<file path="src/rtl/sync_rr_arbiter.sv">
// sync_rr_arbiter: round-robin arbiter for N requesters whose request levels
// may be asynchronous to clk. Each request is double-flop synchronized, then a
// two-state arbiter hands out a one-hot, level-held grant. An optional hold
// timeout revokes a stuck grant and locks the offender out until it drops its
// request.
module sync_rr_arbiter #(
  parameter int N       = 4,
  parameter int TIMEOUT = 255,
  parameter int IDW     = (N > 1) ? $clog2(N) : 1,
  parameter int CW      = (TIMEOUT > 0) ? $clog2(TIMEOUT + 1) : 1
) (
  input  logic           clk,
  input  logic           reset,
  input  logic [N-1:0]   req_async,
  output logic [N-1:0]   gnt,
  output logic           gnt_valid,
  output logic [IDW-1:0] gnt_id,
  output logic           timeout_pulse,
  output logic [N-1:0]   locked
);

  typedef enum logic [0:0] {
    IDLE  = 1'b0,
    GRANT = 1'b1
  } state_t;

  localparam bit             TO_EN    = (TIMEOUT > 0);
  localparam logic [CW-1:0]  CNT_LAST = (TIMEOUT > 0) ? CW'(TIMEOUT - 1) : '0;
  localparam logic [IDW-1:0] LAST_ID  = IDW'(N - 1);

  // First set bit of e, searching upward from p and wrapping modulo N.
  function automatic logic [IDW-1:0] rr_pick(input logic [N-1:0] e,
                                             input logic [IDW-1:0] p);
    logic [IDW-1:0] w;
    logic           found;
    int             j;
    w     = '0;
    found = 1'b0;
    for (int k = 0; k < N; k++) begin
      j = int'(p) + k;
      if (j >= N) begin
        j = j - N;
      end else begin
        j = j;
      end
      if (!found && e[j]) begin
        w     = IDW'(j);
        found = 1'b1;
      end else begin
        found = found;
      end
    end
    return w;
  endfunction

  logic [N-1:0]   sync1_r;
  logic [N-1:0]   sync2_r;
  logic [N-1:0]   req_s;
  state_t         state_r;
  state_t         state_nxt_s;
  logic [IDW-1:0] ptr_r;
  logic [CW-1:0]  cnt_r;

  logic [N-1:0]   elig_s;
  logic [IDW-1:0] winner_s;
  logic           release_s;
  logic           revoke_s;
  logic [IDW-1:0] next_ptr_s;

  logic [N-1:0]   gnt_nxt_s;
  logic           valid_nxt_s;
  logic [IDW-1:0] id_nxt_s;
  logic           pulse_nxt_s;
  logic [N-1:0]   locked_nxt_s;
  logic [IDW-1:0] ptr_nxt_s;
  logic [CW-1:0]  cnt_nxt_s;

  assign req_s = sync2_r;

  // Two-flop synchronizer; the only logic that samples req_async.
  always_ff @(posedge clk or negedge reset) begin
    if (!reset) begin
      sync1_r <= '0;
      sync2_r <= '0;
    end else begin
      sync1_r <= req_async;
      sync2_r <= sync1_r;
    end
  end

  // Shared decode: eligible set, round-robin winner and grant-end conditions.
  always_comb begin
    elig_s     = req_s & ~locked;
    winner_s   = rr_pick(elig_s, ptr_r);
    release_s  = (state_r == GRANT) && !req_s[gnt_id];
    revoke_s   = (state_r == GRANT) && req_s[gnt_id] && TO_EN && (cnt_r == CNT_LAST);
    if (gnt_id == LAST_ID) begin
      next_ptr_s = '0;
    end else begin
      next_ptr_s = gnt_id + IDW'(1);
    end
  end

  // State register.
  always_ff @(posedge clk or negedge reset) begin
    if (!reset) begin
      state_r <= IDLE;
    end else begin
      state_r <= state_nxt_s;
    end
  end

  // Next-state logic: arbitrate only from IDLE, leave GRANT on release or revoke.
  always_comb begin
    state_nxt_s = state_r;
    case (state_r)
      IDLE: begin
        if (elig_s != '0) begin
          state_nxt_s = GRANT;
        end else begin
          state_nxt_s = IDLE;
        end
      end
      GRANT: begin
        if (release_s || revoke_s) begin
          state_nxt_s = IDLE;
        end else begin
          state_nxt_s = GRANT;
        end
      end
      default: state_nxt_s = IDLE;
    endcase
  end

  // Output logic: next values of grant, pointer, hold counter and lockout flags.
  always_comb begin
    gnt_nxt_s    = gnt;
    valid_nxt_s  = gnt_valid;
    id_nxt_s     = gnt_id;
    pulse_nxt_s  = 1'b0;
    ptr_nxt_s    = ptr_r;
    cnt_nxt_s    = cnt_r;
    locked_nxt_s = locked & req_s;
    case (state_r)
      IDLE: begin
        if (elig_s != '0) begin
          gnt_nxt_s           = '0;
          gnt_nxt_s[winner_s] = 1'b1;
          valid_nxt_s         = 1'b1;
          id_nxt_s            = winner_s;
          cnt_nxt_s           = '0;
        end else begin
          gnt_nxt_s   = '0;
          valid_nxt_s = 1'b0;
          id_nxt_s    = '0;
        end
      end
      GRANT: begin
        if (release_s || revoke_s) begin
          gnt_nxt_s   = '0;
          valid_nxt_s = 1'b0;
          id_nxt_s    = '0;
          ptr_nxt_s   = next_ptr_s;
          cnt_nxt_s   = '0;
          if (revoke_s) begin
            pulse_nxt_s          = 1'b1;
            locked_nxt_s[gnt_id] = 1'b1;
          end else begin
            pulse_nxt_s = 1'b0;
          end
        end else if (TO_EN) begin
          cnt_nxt_s = cnt_r + CW'(1);
        end else begin
          cnt_nxt_s = cnt_r;
        end
      end
      default: begin
        gnt_nxt_s   = '0;
        valid_nxt_s = 1'b0;
        id_nxt_s    = '0;
      end
    endcase
  end

  // Registered outputs plus round-robin pointer and hold counter.
  always_ff @(posedge clk or negedge reset) begin
    if (!reset) begin
      gnt           <= '0;
      gnt_valid     <= 1'b0;
      gnt_id        <= '0;
      timeout_pulse <= 1'b0;
      locked        <= '0;
      ptr_r         <= '0;
      cnt_r         <= '0;
    end else begin
      gnt           <= gnt_nxt_s;
      gnt_valid     <= valid_nxt_s;
      gnt_id        <= id_nxt_s;
      timeout_pulse <= pulse_nxt_s;
      locked        <= locked_nxt_s;
      ptr_r         <= ptr_nxt_s;
      cnt_r         <= cnt_nxt_s;
    end
  end

endmodule

</file>
<file path="config.mk">
export PLATFORM = sky130hd
export DESIGN_NAME = sync_rr_arbiter
export DESIGN_NICKNAME = d
export VERILOG_FILES = /design/src/rtl/sync_rr_arbiter.sv
export SDC_FILE = /design/constraint.sdc
export NUM_CORES = 1
export LEC_CHECK = 0
export ABC_CLOCK_PERIOD_IN_PS = 2600
export CAP_MARGIN = 20
export CORE_ASPECT_RATIO = 1.2
export CORE_UTILIZATION = 53
export DETAILED_ROUTE_END_ITERATION = 6
export PLACE_DENSITY_LB_ADDON = 0.1
export SYNTH_ARGS = -nofsm -noshare
export SYNTH_HDL_FRONTEND = slang
export SYNTH_SLANG_ARGS = --single-unit
</file>
<file path="constraint.sdc">
create_clock -name clk -period 2.6 [get_ports clk]
set_clock_uncertainty 0.2 [all_clocks]
set_input_delay 0.65 -clock clk [delete_from_list [all_inputs] [get_ports clk]]
set_output_delay 0.65 -clock clk [all_outputs]
set_load 0.05 [all_outputs]
</file>
==> flow_summary.toml <==
[status]
outcome = "complete, no violations"

[sta]
setup_violations = 0
tightest_slew_ns = 0.532
period_share_pct = 96.6
tns_ns = 0
rsz0062_at_grt = "no"
slew_viol_final = 0
timing.slew.headroom_pct = 64.5
period_needed_ns = 2.51
fmax_mhz = 398
hold_violations = 0

[place]
portBuffers = 17
place_congestion = 0.794
hpwlAfterDp_mm = 2.00

[global_route]
grt-ovfl-total = 0
grt_max_degree = 32
antenna_found_initial = 0
grt_pass1_vias = 1046
grt_pass1_wl_mm = 4.69
grt.total_usage_pct = 23.0

[clocking]
cts_hold_buf = 0
htreeDepth = 2
cts_tree = "built"
cts_made_buffers = 5
clock_latency_ns = 0.33
clockBufferDepth = 2
tritoncts_num_sinks = 31
clk_pin_slew_ns = 0.09
post_cts_buffers = 0
ctsRootBufferMaster = "clkbuf_4"
cts_resized = 0

[synthesis]
synth_top_family_by_area = "compound AO/OA/AOI/OAI gates"
synth-simple-area-share_pct = 14.0
ys.warnings.count = 0
synthTopCellsByArea = "dfrtp_1 55%, ha_1 5.4%, a22o_1 4.4%"
synthCells = 120
ys_ff_latch = 31
synthMuxAreaShare_pct = 4.03
syn_area_sq_um = 1400
synthArstFlopShare_pct = 100
synth_compound_area_share_pct = 16.9
synth_fa_ha_area_share_pct = 5.37
synth_flop_cell = "dfrtp_1"
synth_top_area_share_pct = 55.5
synth_cell_types = 36
seq_area_frac_synth_pct = 55.5
synth_nets = 132
synth_area_leader_cell = "dfrtp_1"
synth_edf_count = 0
syn_area_per_cell_sq_um = 11.7
synth_xor_xnor_area_share_pct = 0.626

[critical_path]
crit_path_cell_trace = "clkdlybuf4s50_1"
critPathMaxStageDelay_ns = 0.85
crit_buf_inv = 1
crit_family = "buffers and inverters"
cp_max_fo = 7
cp_data_arrival_time_ns = 1.66
r2r.worst_path.cells = 4
critPathSlowestCell = "clkdlybuf4s50_1"
crit_cells = 1
worstPathRequired_ns = 1.75
worstSetupPathType = "reg2out"
end_kind = "output port"
worstSetupStartpointType = "register"

[power_and_ir_drop]
ir_drop_mv = 0.566
leakagePower_nw = 0.778
powerDensity_nw_per_um2 = 949

[routing]
wl_met3_um = 136
ant_nets = 0
wl_met2_mm = 1.44
drtIter0Drc = 17
vias_per_cell = 5.93
top_layer = "met4"
drt-total-wl_mm = 2.74
num_vias = 1032
m1WireLength_mm = 1.08
drt-pass1-iter-count = 4
drc = 0
wl_per_cell_um = 15.7

[die]
ios = 18
floorplan.rows = 20
die_h_um = 58.3
dieArea_sq_um = 2850
core_area_sq_um = 2530
initial_core_util_pct = 55.3
die_x_um = 48.9

[finish]
synthToLayoutAreaGrowth_pct = 18.0
final_util_pct = 65.3
antenna-diode-count = 0
nNetsFinal = 153
drive_above_1_share_pct = 9.22

[worst_hold_path]
min_path_cells = 0
hold_path.class = "reg2reg"

[job]
drv_cap = 0
[layout by cell type, fill, tap and decap left out, drive strengths merged, types with 3 or more instances in the layout]
cell / count
dfrtp: 31
clkdlybuf4s50: 17
inv: 7
a22o: 7
nand2: 7
ha: 6
clkbuf: 6
nor2: 5
nand3: 4
and3: 4
o21ai: 4
nor2b: 4
a21oi: 3
mux2: 3
nor3b: 3
nand2b: 3
[state kept, by name, indices dropped and copies added, names as in the netlist]
signal,cells
gnt_id,2
gnt,4
state_r,1
timeout_pulse,1
ptr_r,2
sync1_r,4
req_s,4
gnt_valid,1
locked,4
cnt_r,8
[Yosys cell counts (3+ instances only)]
master / number
dfrtp_1: 31
a22o_1: 7
inv_1: 7
nand2_1: 7
ha_1: 6
nor2_1: 5
and3_1: 4
nand3_1: 4
nor2b_1: 4
o21ai_0: 4
a21oi_1: 3
mux2_2: 3
nand2b_1: 3
nor3b_1: 3
[per-stage QoR]
step / hold WS (ns) / cell area [sq um] / std cells / setup slack (ns) / power, W
after floorplan: 0.131 / 1400 / 120 / 0.321 / 0.00112
after global placement: 0.132 / 1590 / 167 / 0.463 / 0.00126
after detailed placement: 0.139 / 1590 / 167 / 0.387 / 0.00130
after CTS: 0.159 / 1650 / 174 / 0.0607 / 0.00159
after global routing: 0.172 / 1650 / 174 / 0.000220 / 0.00167
final: 0.156 / 1650 / 174 / 0.0888 / 0.00157
[worst reg2reg max path: cells and delay by family, from the launching register on]
| kind | cells | cell delay [ns] |
|---|---|---|
| compound gates | 2 | 0.58 |
| mux | 1 | 0.55 |
| flops | 1 | 0.48 |
| simple gates | 1 | 0.27 |
[final timing paths]
kind	startpoint	endpoint	slack [ns]
max in group asynchronous	reset	req_s[0]$_DFF_PN0_	1.42
setup / recovery	gnt_id[0]$_DFFE_PN0P_	gnt_id[0]	0.09
hold reg to reg	sync1_r[3]$_DFF_PN0_	req_s[3]$_DFF_PN0_	0.16
setup reg to reg	gnt_id[0]$_DFFE_PN0P_	cnt_r[3]$_DFFE_PN0P_	0.39
hold / removal	sync1_r[3]$_DFF_PN0_	req_s[3]$_DFF_PN0_	0.16
min in group asynchronous	reset	gnt[3]$_DFFE_PN0P_	0.50
[power by group]
group	switching [W]	internal, W	total, W
Combinational	0.000375	0.000238	0.000613
Sequential	0.000102	0.000571	0.000673
Clock	0.000155	0.000125	0.000280
[cells by family after synthesis]
kind of cell / count (synthesis)
AOI/OAI and AO/OA: 31
xor gates and xnor gates: 1
adders and majority gates: 6
buffers and inverters: 11
DFF: 31
muxes: 4
and+or+nand+nor: 36
[area by class of cell]
| class | instances | area [sq um] |
|---|---|---|
| Clock buffer | 6 | 51.3 |
| Clock inverter | 1 | 5.00 |
| Fill cell | 227 | 877 |
| Inverter | 7 | 26.3 |
| Multi-Input combinational cell | 78 | 573 |
| Sequential cell | 31 | 776 |
| Tap cell | 33 | 41.3 |
| Timing Repair Buffer | 18 | 178 |
[metal layers]
| metal | track usage (%) | up-vias |
|---|---|---|
| met5 | 0 | - |
| met4 | 16.8 | 0 |
| met3 | 6.30 | 11 |
| met2 | 39.1 | 41 |
| met1 | 24.8 | 503 |
| li1 | - | 477 |
No activity file was read; power rests on OpenSTA's default activity.
